**config.mk**
```make
export PLATFORM = sky130hd
export DESIGN_NAME = iob_vexriscv_bus_bridge
export DESIGN_NICKNAME = d
export VERILOG_FILES = /design/src/rtl/iob_vexriscv_pkg.sv /design/src/rtl/iob_vexriscv_cmd_fifo.sv /design/src/rtl/iob_vexriscv_bus_bridge.sv
export SDC_FILE = /design/constraint.sdc
export NUM_CORES = 1
export LEC_CHECK = 0
export CAP_MARGIN = 5
export CORE_AREA = 3 3 133 135
export CTS_CLUSTER_SIZE = 28
export DETAILED_ROUTE_END_ITERATION = 16
export DIE_AREA = 0 0 136 138
export PLACE_DENSITY_LB_ADDON = 0.08
export SYNTH_ARGS = -nofsm -noshare
export SYNTH_HDL_FRONTEND = slang
export SYNTH_HIERARCHICAL = 1
export SYNTH_SLANG_ARGS = --single-unit
```
**constraint.sdc**
```tcl
create_clock -name clk -period 10.8 [get_ports clk]
set_input_delay 2.7 -clock clk [delete_from_list [all_inputs] [get_ports clk]]
set_output_delay 2.7 -clock clk [all_outputs]
set_load 0.05 [all_outputs]
```
**src/rtl/iob_vexriscv_pkg.sv**
```systemverilog
// Shared encodings, FSM state type and strobe helper for the VexRiscv-to-IOb bridge.
package iob_vexriscv_pkg;

   localparam logic [1:0] SIZE_B = 2'd0;
   localparam logic [1:0] SIZE_H = 2'd1;
   localparam logic [1:0] SIZE_W = 2'd2;
   localparam logic [1:0] SIZE_D = 2'd3;

   localparam int unsigned MODE_NONE = 0;
   localparam int unsigned MODE_IBUS = 1;
   localparam int unsigned MODE_DBUS = 2;

   typedef enum logic [1:0] {
      ST_IDLE  = 2'd0,
      ST_ISSUE = 2'd1,
      ST_ERR   = 2'd2
   } state_t;

   // Byte-lane mask for an access of 2**size bytes at byte offset off (8 lanes max, caller truncates)
   function automatic logic [7:0] strb_gen(input logic [1:0] size, input logic [2:0] off);
      logic [15:0] m;
      m = (16'd1 << (4'd1 << size)) - 16'd1;
      m = m << off;
      return m[7:0];
   endfunction

endpackage

```
**src/rtl/iob_vexriscv_cmd_fifo.sv**
```systemverilog
// Register FIFO holding accepted commands; exposes the head entry and the flag of the entry behind it.
module iob_vexriscv_cmd_fifo #(
   parameter int unsigned W     = 8,
   parameter int unsigned DEPTH = 2
) (
   input  logic                     clk,
   input  logic                     rst,
   input  logic                     push,
   input  logic [W-1:0]             push_data,
   input  logic                     push_tag,
   input  logic                     pop,
   output logic                     full,
   output logic                     empty,
   output logic [$clog2(DEPTH):0]   level,
   output logic [W-1:0]             head,
   output logic                     head_tag,
   output logic                     next_tag
);

   localparam int unsigned PTR_W = $clog2(DEPTH);
   localparam int unsigned CNT_W = PTR_W + 1;

   logic [W-1:0]     mem [DEPTH];
   logic [DEPTH-1:0] tag;
   logic [PTR_W-1:0] wr_ptr;
   logic [PTR_W-1:0] rd_ptr;
   logic [PTR_W-1:0] rd_nxt;
   logic [CNT_W-1:0] count;
   logic             do_push;
   logic             do_pop;

   assign full     = (count == CNT_W'(DEPTH));
   assign empty    = (count == '0);
   assign level    = count;
   assign do_push  = push & ~full;
   assign do_pop   = pop & ~empty;
   assign rd_nxt   = rd_ptr + PTR_W'(1);
   assign head     = mem[rd_ptr];
   assign head_tag = tag[rd_ptr];
   assign next_tag = tag[rd_nxt];

   // Storage and pointers; pointers wrap naturally since DEPTH is a power of two
   always_ff @(posedge clk) begin
      if (rst) begin
         wr_ptr <= '0;
         rd_ptr <= '0;
         count  <= '0;
         tag    <= '0;
         for (int i = 0; i < int'(DEPTH); i++) mem[i] <= '0;
      end else begin
         if (do_push) begin
            mem[wr_ptr] <= push_data;
            tag[wr_ptr] <= push_tag;
            wr_ptr      <= wr_ptr + PTR_W'(1);
         end
         if (do_pop) rd_ptr <= rd_nxt;
         count <= count + CNT_W'(do_push) - CNT_W'(do_pop);
      end
   end

endmodule

```
**src/rtl/iob_vexriscv_bus_bridge.sv**
```systemverilog
// VexRiscv cmd/rsp to IOb native bridge: queued commands, size/alignment checks, boot remap, in-order responses.
module iob_vexriscv_bus_bridge
   import iob_vexriscv_pkg::*;
#(
   parameter int unsigned ADDR_W = 32,
   parameter int unsigned DATA_W = 32,
   parameter int unsigned DEPTH  = 2,
   parameter int unsigned MODE   = 0,
   parameter int unsigned E_BIT  = 31,
   parameter int unsigned P_BIT  = 30
) (
   input  logic                clk,
   input  logic                rst,
   input  logic                boot,
   input  logic                cpu_cmd_valid,
   output logic                cpu_cmd_ready,
   input  logic                cpu_cmd_wr,
   input  logic [ADDR_W-1:0]   cpu_cmd_addr,
   input  logic [DATA_W-1:0]   cpu_cmd_wdata,
   input  logic [1:0]          cpu_cmd_size,
   output logic                cpu_rsp_valid,
   output logic [DATA_W-1:0]   cpu_rsp_data,
   output logic                cpu_rsp_error,
   output logic                iob_valid,
   output logic [ADDR_W-1:0]   iob_addr,
   output logic [DATA_W-1:0]   iob_wdata,
   output logic [DATA_W/8-1:0] iob_wstrb,
   input  logic [DATA_W-1:0]   iob_rdata,
   input  logic                iob_ready,
   output logic [7:0]          err_cnt
);

   localparam int unsigned STRB_W = DATA_W / 8;
   localparam int unsigned OFF_W  = $clog2(STRB_W);
   localparam int unsigned ENT_W  = 1 + STRB_W + ADDR_W + DATA_W;
   localparam int unsigned CNT_W  = $clog2(DEPTH) + 1;

   state_t             state;
   state_t             state_n;
   state_t             follow_st;

   logic [ADDR_W-1:0]  addr_rm;
   logic [3:0]         nbytes;
   logic               size_bad;
   logic               align_bad;
   logic               push;
   logic               push_err;
   logic [STRB_W-1:0]  push_strb;
   logic [ENT_W-1:0]   push_data;
   logic               pop;

   logic               full;
   logic               empty;
   logic [CNT_W-1:0]   level;
   logic [CNT_W-1:0]   level_n;
   logic [ENT_W-1:0]   head;
   logic               head_err;
   logic               next_err;
   logic               h_wr;

   // Boot remap of the address msb, chosen per bus flavour
   always_comb begin
      addr_rm = cpu_cmd_addr;
      if (MODE == MODE_IBUS) begin
         addr_rm[ADDR_W-1] = ~boot;
      end else if (MODE == MODE_DBUS) begin
         addr_rm[ADDR_W-1] = (cpu_cmd_addr[E_BIT] ^ ~boot) & ~cpu_cmd_addr[P_BIT];
      end
   end

   // Size/alignment check and strobe build for the incoming command
   always_comb begin
      nbytes    = 4'd1 << cpu_cmd_size;
      size_bad  = 32'(nbytes) > STRB_W;
      align_bad = (3'(cpu_cmd_addr[OFF_W-1:0]) & 3'(nbytes - 4'd1)) != 3'd0;
      push_err  = size_bad | align_bad;
      push_strb = cpu_cmd_wr ? STRB_W'(strb_gen(cpu_cmd_size, 3'(cpu_cmd_addr[OFF_W-1:0])))
                             : '0;
      push_data = {cpu_cmd_wr, push_strb, addr_rm, cpu_cmd_wdata};
   end

   assign push = cpu_cmd_valid & cpu_cmd_ready;

   iob_vexriscv_cmd_fifo #(
      .W     (ENT_W),
      .DEPTH (DEPTH)
   ) u_fifo (
      .clk       (clk),
      .rst       (rst),
      .push      (push),
      .push_data (push_data),
      .push_tag  (push_err),
      .pop       (pop),
      .full      (full),
      .empty     (empty),
      .level     (level),
      .head      (head),
      .head_tag  (head_err),
      .next_tag  (next_err)
   );

   assign h_wr      = head[ENT_W-1];
   assign iob_wstrb = head[ENT_W-2 -: STRB_W];
   assign iob_addr  = head[DATA_W +: ADDR_W];
   assign iob_wdata = head[DATA_W-1:0];
   assign iob_valid = (state == ST_ISSUE);

   // State register
   always_ff @(posedge clk) begin
      if (rst) state <= ST_IDLE;
      else     state <= state_n;
   end

   // Next state and pop; after a pop the entry behind the head (or a same-cycle push) decides
   always_comb begin
      state_n   = state;
      pop       = 1'b0;
      follow_st = ST_IDLE;
      if (level >= CNT_W'(2)) follow_st = next_err ? ST_ERR : ST_ISSUE;
      else if (push)          follow_st = push_err ? ST_ERR : ST_ISSUE;
      case (state)
         ST_IDLE: begin
            if (!empty)    state_n = head_err ? ST_ERR : ST_ISSUE;
            else if (push) state_n = push_err ? ST_ERR : ST_ISSUE;
         end
         ST_ISSUE: begin
            if (iob_ready) begin
               pop     = 1'b1;
               state_n = follow_st;
            end
         end
         ST_ERR: begin
            pop     = 1'b1;
            state_n = follow_st;
         end
         default: state_n = ST_IDLE;
      endcase
   end

   // Ready tracks next-cycle occupancy; a slot freed while full is reusable only from the next cycle
   assign level_n = level + CNT_W'(push) - CNT_W'(pop);

   always_ff @(posedge clk) begin
      if (rst) cpu_cmd_ready <= 1'b0;
      else     cpu_cmd_ready <= (level_n != CNT_W'(DEPTH));
   end

   // Core response pulse and rejected-command counter
   always_ff @(posedge clk) begin
      if (rst) begin
         cpu_rsp_valid <= 1'b0;
         cpu_rsp_data  <= '0;
         cpu_rsp_error <= 1'b0;
         err_cnt       <= '0;
      end else begin
         cpu_rsp_valid <= 1'b0;
         cpu_rsp_error <= 1'b0;
         if (state == ST_ISSUE && iob_ready && !h_wr) begin
            cpu_rsp_valid <= 1'b1;
            cpu_rsp_data  <= iob_rdata;
         end else if (state == ST_ERR) begin
            if (!h_wr) begin
               cpu_rsp_valid <= 1'b1;
               cpu_rsp_data  <= '0;
               cpu_rsp_error <= 1'b1;
            end
            if (err_cnt != 8'hFF) err_cnt <= err_cnt + 8'd1;
         end
      end
   end

endmodule

```
After elaboration in Yosys (flattened, before gate mapping) --
Memory sizes are Yosys's and may differ from the RTL's. A register that Yosys moved wholly into a read port is not among the register bits. Cells that the tools add are included.
Cells by class: add/subtract/negate cells 9, reductions and logical operators 13, multiplexer cells 35, magnitude comparators 6, eq/ne operators 8, bitwise gates (word level) 8, shifts and indexed selects 3
Operators with widths (number):
- $mux 32 | 3
- $mux 69 | 1
- $reduce_or 69->1 | 1
- $mux 1 | 18
- $mux 2 | 8
- $shl 1x4->16 const A | 1
- $shl 16x2->4 | 1
- $sub 16x1->16 const B | 1
- $add 8x1->8 const B | 1
- $ne 8x8->1 const B | 1
- $lt 1x2->1 const B | 3
- $pmux 2 s3 | 1
- $add 2x1->2 | 2
- $eq 2x2->1 const B | 2
- $gt 4x3->1 const B | 1
- $logic_not 2->1 | 2
- $mux 4 | 1
- $ne 2x1->1 const B | 2
- $reduce_and 2->1 | 2
- $shl 1x2->4 const A | 1
- $sub 2x1->2 | 2
- $and 1x1->1 | 3
- $and 2x3->3 | 1
- $logic_and 1x1->1 | 3
- 17 further kinds | 20
Word-level totals: output and inout bits 112, word-level logic and storage cells 93, memories 1, bits in registers 51, input port bits 104, RAM bits 138
Memory list:
- u_fifo.mem | words 2, bits a word 69, rd ports 1, clocked after Yosys merged registers in 1, wr ports 2, RTL line iob_vexriscv_cmd_fifo.sv:23 | logic [W-1:0] mem [DEPTH];

Depth between registers and ports, before layout --
Gate-level depths: netlist (run 1).
word-level depth 10, mapped depth 11

Cells and area by module --
The synthesis (run 1) kept the hierarchy.
By module, submodules not included:
- iob_vexriscv_cmd_fifo | sequential area each 4284.1 sq um, area an instance 6356.1 sq um, cells an instance 409, instances 1
- iob_vexriscv_bus_bridge | sequential area each 900.9 sq um, area an instance 1879.3 sq um, cells an instance 213, instances 1

Worst setup path after synthesis (run 1) --
Ideal clock, no wire load.
kind input to register, start point in cpu_cmd_valid, end point mem u_fifo/mem[1][0] (netlist bit) (enable), stages on the path 4, path slack 3.999 ns, arrival 6.291 ns, data required time 10.290 ns, path through nand2_1 inv_1 nand2_1 o21bai_1
RTL lines:
- from (decl) | RTL line iob_vexriscv_bus_bridge.sv:15 | input logic cpu_cmd_valid,
- to (decl) | RTL line iob_vexriscv_cmd_fifo.sv:23

==> results of run 1 <==
per-layer routing:
layer | GRT usage [%] | vias to the layer above | routed length [µm]
met5 | 0 | - | 0
met4 | 7.64 | 0 | 529
met3 | 7.45 | 36 | 1630
met2 | 33.6 | 200 | 9070
met1 | 22.6 | 2632 | 7120
li1 | - | 2622 | -
critical path: cells and delay by family, from the launching register on:
kind,cells,cell delay [ns]
buffers and inverters,1,0.73
flip-flops,1,1.00
multiplexers,1,0.42
synthesized netlist by cell type (2+ instances only):
cell	count	area (µm²)
sky130_fd_sc_hd__edfxtp_1	138	4140
sky130_fd_sc_hd__and2_1	89	557
sky130_fd_sc_hd__mux2_2	71	800
sky130_fd_sc_hd__nor2_1	54	203
sky130_fd_sc_hd__dfxtp_1	52	1040
sky130_fd_sc_hd__and2_2	50	375
sky130_fd_sc_hd__a22oi_1	33	248
sky130_fd_sc_hd__clkbuf_1	22	82.6
sky130_fd_sc_hd__inv_1	12	45.0
sky130_fd_sc_hd__nand2_1	11	41.3
sky130_fd_sc_hd__buf_2	8	40.0
sky130_fd_sc_hd__ha_1	8	100
sky130_fd_sc_hd__a21oi_1	6	30.0
sky130_fd_sc_hd__xnor2_1	5	43.8
sky130_fd_sc_hd__nand2b_1	4	25.0
sky130_fd_sc_hd__nand4_1	4	25.0
sky130_fd_sc_hd__nor3_1	4	20.0
sky130_fd_sc_hd__buf_6	3	33.8
sky130_fd_sc_hd__inv_2	3	11.3
sky130_fd_sc_hd__o21ai_0	3	15.0
sky130_fd_sc_hd__o31ai_1	3	22.5
sky130_fd_sc_hd__xor2_1	3	26.3
sky130_fd_sc_hd__and3_1	2	12.5
sky130_fd_sc_hd__nand3_1	2	10.0
sky130_fd_sc_hd__nor2b_1	2	12.5
sky130_fd_sc_hd__nor4_1	2	12.5
sky130_fd_sc_hd__nor4_4	2	42.5
sky130_fd_sc_hd__nor4b_1	2	17.5
sky130_fd_sc_hd__o2111ai_1	2	17.5
sky130_fd_sc_hd__o21a_1	2	15.0
stage by stage:
stage | std cells | hold WS, ns | total power [mW] | setup WS, ns | utilization, %
finish | 1057 | 0.499 | 2.08 | 5.52 | 66.9
global placement | 1026 | 0.473 | 1.49 | 5.40 | 63.6
floorplan | 622 | 0.455 | 1.30 | 4.00 | -
CTS | 1057 | 0.502 | 2.10 | 5.46 | 66.9
global route | 1057 | 0.532 | 2.17 | 5.39 | 66.9
detailed placement | 1026 | 0.487 | 1.50 | 5.38 | 63.6
power breakdown:
group	leakage, nW	internal [mW]	switching [mW]
Combinational	1.98	0.217	0.364
Clock	0.258	0.337	0.254
Sequential	1.87	0.865	0.0377
final cells by class:
| type | count | area (µm²) |
|---|---|---|
| clock buffer | 19 | 433 |
| clock inverter | 12 | 120 |
| fill | 1237 | 5490 |
| inverter | 15 | 56.3 |
| multi-input combinational | 382 | 2850 |
| sequential | 190 | 5190 |
| tap | 220 | 275 |
| timing repair buffer | 219 | 2170 |
sequential cells by signal (all words and copies together), names as in the netlist, named ones only:
| register | cells |
|---|---|
| cpu_rsp_error | 1 |
| u_fifo/wr_ptr | 1 |
| u_fifo/mem | 138 |
| u_fifo/tag | 2 |
| cpu_cmd_ready | 1 |
| err_cnt | 8 |
| cpu_rsp_data | 32 |
| state | 2 |
| cpu_rsp_valid | 1 |
| u_fifo/rd_ptr | 1 |
| u_fifo/level | 2 |
cell families after synthesis:
family / after synthesis / synth area share [%]
adder cells (fa/ha/maj): 8 / 1.22
buffers and inverters: 50 / 2.72
AO/OA/AOI/OAI: 59 / 5.27
multiplexers: 72 / 9.83
flip-flops: 190 / 63.0
XOR/XNOR: 8 / 0.851
AND/OR/NAND/NOR: 235 / 17.2
worst max path at each step:
stage,start,endpoint,slack (ns),cells past startpoint
after floorplan,cpu_cmd_valid,u_fifo/mem[1][0]$_SDFFCE_PN0P_,4.00,4
after detailed placement,cpu_cmd_valid,u_fifo/mem[1][0]$_SDFFCE_PN0P_,5.38,6
after CTS,register,iob_wstrb[1],5.46,2
final,register,iob_addr[26],5.52,2
after global placement,cpu_cmd_valid,u_fifo/mem[1][0]$_SDFFCE_PN0P_,5.40,6
after global routing,register,iob_wstrb[1],5.39,2
==> flow_summary.yaml, run 1 <==
status:
  status: "finished, final reports clean"
floorplanning:
  die_x_um: 136
  dieHeight_um: 138
  num_rows: 47
  start_util_pct: 49.7
  fp.coreArea_mm2: 0.0166
  die_area_mm2: 0.0188
  boundary_pin_count: 216
drt:
  detailroute.via_count: 5490
  avgViaCountPerCell: 5.19
  final_wirelength_um: 18400
  first_iter_violations: 319
  post-route-drc-count: 0
  wire_per_inst_um: 17.4
  drt_pass_1_iters: 5
  ant_nets: 0
flow_run:
  max_cap_viol_count: 0
final_layout:
  top_library_cells_by_usage_in_the_layout_fill_and_taps_aside: "sky130_fd_sc_hd__clkdlybuf4s50_1, sky130_fd_sc_hd__edfxtp_1, sky130_fd_sc_hd__and2_1, sky130_fd_sc_hd__mux2_2, sky130_fd_sc_hd__nor2_1"
  final_common_cell: "sky130_fd_sc_hd__clkdlybuf4s50_1"
  postLayoutCellArea_mm2: 0.0111
  layout-drive-gt1-share_pct: 19.8
  count_of_antenna_diodes_in_the_layout: 0
  layout.nets: 937
  syn2layout_area_growth_pct: 34.7
grt:
  grt_overflow: 0
  grt_antenna_before_repair: 0
  gr-usage-all-layers_pct: 19.8
  largest_net_degree_at_the_start_of_global_routing: 70
  via_count_of_the_first_global_routing_pass: 5805
  grt_pass1_wl_um: 29400
sta:
  report.final.setup_viol: 0
  finalHoldViolCount: 0
  setup_total_negative_slack_ns: 0
  report.final.slew_viol_count: 0
  rsz0062_at_grt: "no"
  skew_ns: 0.00836
  worst-slew-pin-transition_ns: 1.23
  finalWorstPathRequiredPeriod_ns: 5.28
  layout_worst_path_cycle_share_pct: 48.9
  maxSlewHeadroom_pct: 18.1
  max_freq_mhz: 189
clocking:
  cts.sink_count: 190
  post-cts-setup-buffer-count: 0
  hold_buffers_post_cts: 0
  tritoncts: "built"
  clock_tree.buffer_depth: 2
  clk_pin_slew_worst_paths_ns: 0.06
  cts_max_level: 4
  cts_repair_resize_count: 0
  clock-root-buffer: "sky130_fd_sc_hd__clkbuf_16"
  clk_latency_ns: 0.42
  num_cts_buffers: 17
synth:
  netlist-cell-type-count: 50
  synth_enable_flop_cells: 138
  syn_inst: 622
  seq_area_frac_synth_pct: 63.0
  most_frequently_used_flop_master_after_synthesis: "sky130_fd_sc_hd__edfxtp_1"
  mappedNetlistArea_mm2: 0.00824
  yosys_warnings: 6
  synth.avg_cell_area_um2: 13.2
  synthesis_stage_register_bit_count: 190
  synthArstFlopShare_pct: 0
  synth_fp_nets: 734
worst_setup_path:
  crit_fanout: 69
  crit_path_end_kind: "primary output"
  critPathLaunchType: "register"
  worst-endpoint-required_ns: 8.10
  critical_path_class: "reg -> out"
  critical-path-max-stage-delay_ns: 1.00
  critical_path_cell_by_cell: "mux2_2 -> clkdlybuf4s50_1"
  critical_path.reg2reg.endpoint: "cpu_rsp_data[29]$_SDFFE_PP0P_"
  crit_arrival_ns: 2.58
  ff2ff_setup_slack_ns: 7.91
  critPathSlowestCell: "sky130_fd_sc_hd__dfxtp_4"
  r2r_cells: 4
placement:
  place_congestion: 0.807
  place_hpwl_um: 11900
  buffer_ports.inserted: 214
  dpl-instance-area_mm2: 0.0105
hold_path:
  hold-path-cell-count: 2
  hold_end: "cpu_rsp_data[18]$_SDFFE_PP0P_"
  worst_hold_path_type: "reg -> reg"
  min_from: "cpu_rsp_data[18]$_SDFFE_PP0P_"
power:
  power_density_mw_per_mm2: 187
  power.static_leakage_nw: 4.11
  vdd.ir_drop.worst_mv: 0.114
No activity file was read; power rests on OpenSTA's default activity.
==> run 2, diff against run 1 <==
- CORE_AREA: 3 3 133 135 -> 3 3 141 143
- DIE_AREA: 0 0 136 138 -> 0 0 144 146
- clock period: 10.8 -> 4.6 ns (I/O delays scaled with it)
==> run 2 against run 1 <==
Against the previous run:
- clock power grew 140%
- clock skew barely moved
- core utilization fell by 7.1 points
- non-clock buffer count increased by 4
- die area is 12% higher
- register-to-register slack worse by 5.6 ns
- first-iteration DRC count fell by 26%
- combinational power increased by 140%
- critical path type unchanged
- largest cell class unchanged
- largest power group unchanged
- highest routed layer unchanged
==> flow_summary.yaml, run 2 (synthesis results as in run 1) <==
clocking:
  clock_tree.buffer_depth: 2
  cts_max_level: 4
  cts.sink_count: 190
  clk_latency_ns: 0.42
  clk_pin_slew_worst_paths_ns: 0.07
  cts_repair_resize_count: 0
  post-cts-setup-buffer-count: 0
  clock-root-buffer: "sky130_fd_sc_hd__clkbuf_16"
  num_cts_buffers: 17
  hold_buffers_post_cts: 0
  tritoncts: "built"
flow_run:
  max_cap_viol_count: 0
worst_setup_path:
  crit_path_end_kind: "primary output"
  worst-endpoint-required_ns: 3.45
  critical_path_cell_by_cell: "buf_4 -> mux2_2 -> clkdlybuf4s50_1"
  critPathSlowestCell: "sky130_fd_sc_hd__clkdlybuf4s50_1"
  critical_path_class: "reg -> out"
  critical-path-max-stage-delay_ns: 0.73
  critPathLaunchType: "register"
  crit_fanout: 39
  ff2ff_setup_slack_ns: 2.34
  crit_arrival_ns: 2.61
  critPathTopFamily: "buffers and inverters"
  timing.critical_path.buf_inv: 2
power:
  switch_pwr_mw: 1.61
  report.power.total_mw: 4.91
  clkPwrFrac_pct: 28.5
  vdd.ir_drop.worst_mv: 0.253
  power_density_mw_per_mm2: 438
  netSwitchingFraction_pct: 32.9
  combinationalPowerShare_pct: 28.5
  internal_power_mw: 3.29
  part_of_the_power_in_registers_pct: 43.0
  power.static_leakage_nw: 4.16
grt:
  via_count_of_the_first_global_routing_pass: 5897
  grt_overflow: 0
  grt_pass1_wl_um: 30500
  gr-usage-all-layers_pct: 18.3
  largest_net_degree_at_the_start_of_global_routing: 63
  grt_antenna_before_repair: 0
sta:
  worst-slew-pin-transition_ns: 1.11
  report.final.slew_viol_count: 0
  max_freq_mhz: 266
  setup_total_negative_slack_ns: 0
  report.final.setup_viol: 0
  layout_worst_path_cycle_share_pct: 81.6
  skew_ns: 0.00837
  finalWorstPathRequiredPeriod_ns: 3.76
  rsz0062_at_grt: "no"
  maxSlewHeadroom_pct: 25.9
  finalHoldViolCount: 0
drt:
  post-route-drc-count: 0
  first_iter_violations: 236
  wire_per_inst_um: 17.7
  detailroute.via_count: 5527
  ant_nets: 0
  avgViaCountPerCell: 5.14
  final_wirelength_um: 19100
  drt_pass_1_iters: 4
final_layout:
  syn2layout_area_growth_pct: 35.9
  final_core_utilization_pct: 59.8
  count_of_antenna_diodes_in_the_layout: 0
  largest-register: "u_fifo/mem"
  postLayoutCellArea_mm2: 0.0112
  layout-drive-gt1-share_pct: 20.9
  number_of_flip_flops_under_the_largest_register_name: 138
  layout.nets: 941
  instances_no_fill: 1076
  fill_cells: 1473
  top_regs: "u_fifo/mem (138), cpu_rsp_data (32), err_cnt (8)"
  final_common_cell: "sky130_fd_sc_hd__clkdlybuf4s50_1"
  top_library_cells_by_usage_in_the_layout_fill_and_taps_aside: "sky130_fd_sc_hd__clkdlybuf4s50_1, sky130_fd_sc_hd__edfxtp_1, sky130_fd_sc_hd__and2_1, sky130_fd_sc_hd__mux2_2, sky130_fd_sc_hd__nor2_1"
floorplanning:
  die_area_mm2: 0.0210
  die_x_um: 144
  start_util_pct: 44.0
  dieHeight_um: 146
  num_rows: 50
  fp.coreArea_mm2: 0.0187
  boundary_pin_count: 216
placement:
  dpl-instance-area_mm2: 0.0106
  buffer_ports.inserted: 214
  place_hpwl_um: 12300
  place_congestion: 0.852
  place.detailed.instances: 1043
status:
  status: "finished, final reports clean"
hold_path:
  worst_hold_path_type: "reg -> reg"
run 2: metrics by stage:
step	setup WS (ns)	hold slack [ns]
6_report	0.845	0.511
3_3_place_gp	1.25	0.472
5_1_grt	0.707	0.536
3_5_place_dp	1.23	0.485
2_1_floorplan	0.812	0.455
4_1_cts	0.757	0.508
run 2: path summary, 6_finish.rpt:
path / startpoint / end / cells past startpoint
min reg2reg: cpu_rsp_data[15]$_SDFFE_PP0P_ / cpu_rsp_data[15]$_SDFFE_PP0P_ / 2
min: cpu_rsp_data[15]$_SDFFE_PP0P_ / cpu_rsp_data[15]$_SDFFE_PP0P_ / 2
max: register / iob_wdata[11] / 3
max reg2reg: state[0]$_SDFFE_PP0P_ / u_fifo/level[1]$_SDFF_PP0_ / 9
run 2: cell type report:
class	instances	area (µm²)	area share (%)
Inverter	15	56.3	0.503
Clock buffer	19	458	4.09
Clock inverter	13	101	0.905
Timing Repair Buffer	223	2250	20.1
Multi-Input combinational cell	382	2850	25.4
Tap cell	234	293	2.62
Sequential cell	190	5190	46.4
run 2: worst register-to-register path: stages, from the launching register on:
cell,delay (ns)
sky130_fd_sc_hd__dfxtp_1,0.39
sky130_fd_sc_hd__inv_1,0.09
sky130_fd_sc_hd__ha_1,0.30
sky130_fd_sc_hd__inv_1,0.06
sky130_fd_sc_hd__nor2_1,0.26
sky130_fd_sc_hd__o21ai_0,0.23
sky130_fd_sc_hd__xor2_1,0.19
sky130_fd_sc_hd__ha_1,0.21
sky130_fd_sc_hd__nor4_1,0.28
sky130_fd_sc_hd__nor3_1,0.08
run 2: metal layers:
metal / GRT usage [%] / share of wire (%) / up-vias
li1: - / - / 2632
met4: 5.08 / 1.2 / 0
met3: 6.24 / 7.8 / 17
met5: 0 / 0 / -
met1: 22.1 / 42 / 2697
met2: 31.1 / 49 / 181
run 2: power by group through the flow:
stage,Sequential (mW),Clock (mW),Combinational (mW)
after global placement,2.13,0,1.37
final,2.11,1.40,1.40
after floorplan,2.24,0,0.814
after detailed placement,2.15,0,1.40
after CTS,2.11,1.44,1.40
after global routing,2.13,1.52,1.48
==> run 3, diff against run 2 <==
- clock period: 4.6 -> 3.1 ns (I/O delays scaled with it)
==> run 3 against run 2 <==
Against the previous run:
- non-clock buffer count increased by 3
- combinational power increased by 49%
- critical endpoint is now iob_addr[9]
- critical path type unchanged
- worst setup slack worse by 0.74 ns
- largest power group unchanged
==> flow_summary.yaml, run 3 (synthesis results as in run 1) <==
status:
  status: "finished, final reports clean"
worst_setup_path:
  r2r-start: "state[0]$_SDFFE_PP0P_"
  critical_path_class: "reg -> out"
  crit_fanout: 26
  crit_path_end_kind: "primary output"
  crit_arrival_ns: 2.22
  critPathLaunchType: "register"
  critical-path-max-stage-delay_ns: 0.72
  r2r_cells: 9
  worst-endpoint-required_ns: 2.32
  critical_path.reg2reg.endpoint: "u_fifo/level[1]$_SDFF_PP0_"
  critical_path_cell_by_cell: "buf_4 -> mux2_2 -> clkdlybuf4s50_1"
  ff2ff_setup_slack_ns: 0.92
  critPathSlowestCell: "sky130_fd_sc_hd__clkdlybuf4s50_1"
final_layout:
  layout-drive-gt1-share_pct: 21.4
  instances_no_fill: 1079
  top_library_cells_by_usage_in_the_layout_fill_and_taps_aside: "sky130_fd_sc_hd__clkdlybuf4s50_1, sky130_fd_sc_hd__edfxtp_1, sky130_fd_sc_hd__and2_1, sky130_fd_sc_hd__mux2_2, sky130_fd_sc_hd__nor2_1"
  count_of_antenna_diodes_in_the_layout: 0
  layout.nets: 944
  postLayoutCellArea_mm2: 0.0112
  largest-register: "u_fifo/mem"
  final_core_utilization_pct: 59.9
  number_of_flip_flops_under_the_largest_register_name: 138
  syn2layout_area_growth_pct: 36.0
  top_regs: "u_fifo/mem (138), cpu_rsp_data (32), err_cnt (8)"
  final_common_cell: "sky130_fd_sc_hd__clkdlybuf4s50_1"
grt:
  grt_pass1_wl_um: 29900
  grt_overflow: 0
  via_count_of_the_first_global_routing_pass: 5892
  gr-usage-all-layers_pct: 18.2
  largest_net_degree_at_the_start_of_global_routing: 54
  grt_antenna_before_repair: 0
clocking:
  tritoncts: "built"
  post-cts-setup-buffer-count: 0
  clk_pin_slew_worst_paths_ns: 0.06
  clock-root-buffer: "sky130_fd_sc_hd__clkbuf_16"
  clk_latency_ns: 0.42
  cts_max_level: 4
  clock_tree.buffer_depth: 2
  cts.sink_count: 190
  cts_repair_resize_count: 0
  num_cts_buffers: 17
  hold_buffers_post_cts: 0
sta:
  rsz0062_at_grt: "no"
  skew_ns: 0.0139
  maxSlewHeadroom_pct: 58.3
  report.final.slew_viol_count: 0
  finalWorstPathRequiredPeriod_ns: 2.99
  report.final.setup_viol: 0
  max_freq_mhz: 334
  setup_total_negative_slack_ns: 0
  worst-slew-pin-transition_ns: 0.625
  layout_worst_path_cycle_share_pct: 96.6
  final.setup.worst_slack_ns: 0.106
  hold-worst-slack_ns: 0.497
  finalHoldViolCount: 0
placement:
  dpl-instance-area_mm2: 0.0106
  buffer_ports.inserted: 214
  place.detailed.instances: 1047
  place_congestion: 0.794
  place_hpwl_um: 12300
  preCtsSetupSlack_ns: 0.279
drt:
  wire_per_inst_um: 17.4
  first_iter_violations: 226
  detailroute.via_count: 5533
  drt_pass_1_iters: 5
  avgViaCountPerCell: 5.13
  final_wirelength_um: 18800
  post-route-drc-count: 0
  ant_nets: 0
floorplanning:
  dieHeight_um: 146
  fp.coreArea_mm2: 0.0187
  die_x_um: 144
  num_rows: 50
  die_area_mm2: 0.0210
  start_util_pct: 44.0
  boundary_pin_count: 216
power:
  vdd.ir_drop.worst_mv: 0.382
  power.static_leakage_nw: 4.16
  report.power.total_mw: 7.27
  power_density_mw_per_mm2: 649
hold_path:
  hold_end: "u_fifo/tag[1]$_SDFFE_PP0P_"
  min_from: "u_fifo/tag[1]$_SDFFE_PP0P_"
  worst_hold_path_type: "reg -> reg"
  hold-path-cell-count: 2
flow_run:
  max_cap_viol_count: 0
run 3: changes by cell type in the layout (fill, tap and decap cells not counted), moves of 2 or more:
cell,before,now
sky130_fd_sc_hd__buf_4,5,13
sky130_fd_sc_hd__clkdlybuf4s50_1,213,209
sky130_fd_sc_hd__clkinvlp_4,1,5
sky130_fd_sc_hd__clkinv_2,3,1
run 3: worst max-delay path: cells and delay by family (launching register included):
kind	cells	cell delay, ns
flip-flops	1	0.36
multiplexers	1	0.39
buffers and inverters	2	1.05
run 3: report_power, final:
part	switching, mW	internal [mW]
Sequential	0.0995	3.01
Clock	0.961	1.12
Combinational	1.31	0.774
Total	2.37	4.90
run 3: how the worst max path moves through the flow:
stage / startpoint / end / slack [ns] / cells past startpoint
3_3_place_gp: cpu_cmd_valid / u_fifo/mem[1][28]$_SDFFCE_PN0P_ / 0.35 / 7
2_1_floorplan: cpu_cmd_valid / u_fifo/mem[1][0]$_SDFFCE_PN0P_ / 0.43 / 4
4_1_cts: register / iob_addr[9] / 0.05 / 3
5_1_grt: register / iob_addr[2] / 0.008 / 3
6_report: register / iob_addr[9] / 0.11 / 3
3_5_place_dp: cpu_cmd_valid / u_fifo/mem[1][62]$_SDFFCE_PN0P_ / 0.28 / 7
run 3: final cells by class:
| type | count | area (µm²) |
|---|---|---|
| clock buffer | 18 | 429 |
| clock inverter | 14 | 131 |
| fill | 1494 | 7500 |
| inverter | 15 | 56.3 |
| multi-input combinational | 382 | 2850 |
| sequential | 190 | 5190 |
| tap | 234 | 293 |
| timing repair buffer | 226 | 2250 |
run 3: per-layer routing:
metal / global-route usage (%) / wire length (µm)
met3: 6.15 / 1300
met5: 0 / 0
met4: 5.93 / 176
met1: 21.0 / 7700
met2: 31.4 / 9640
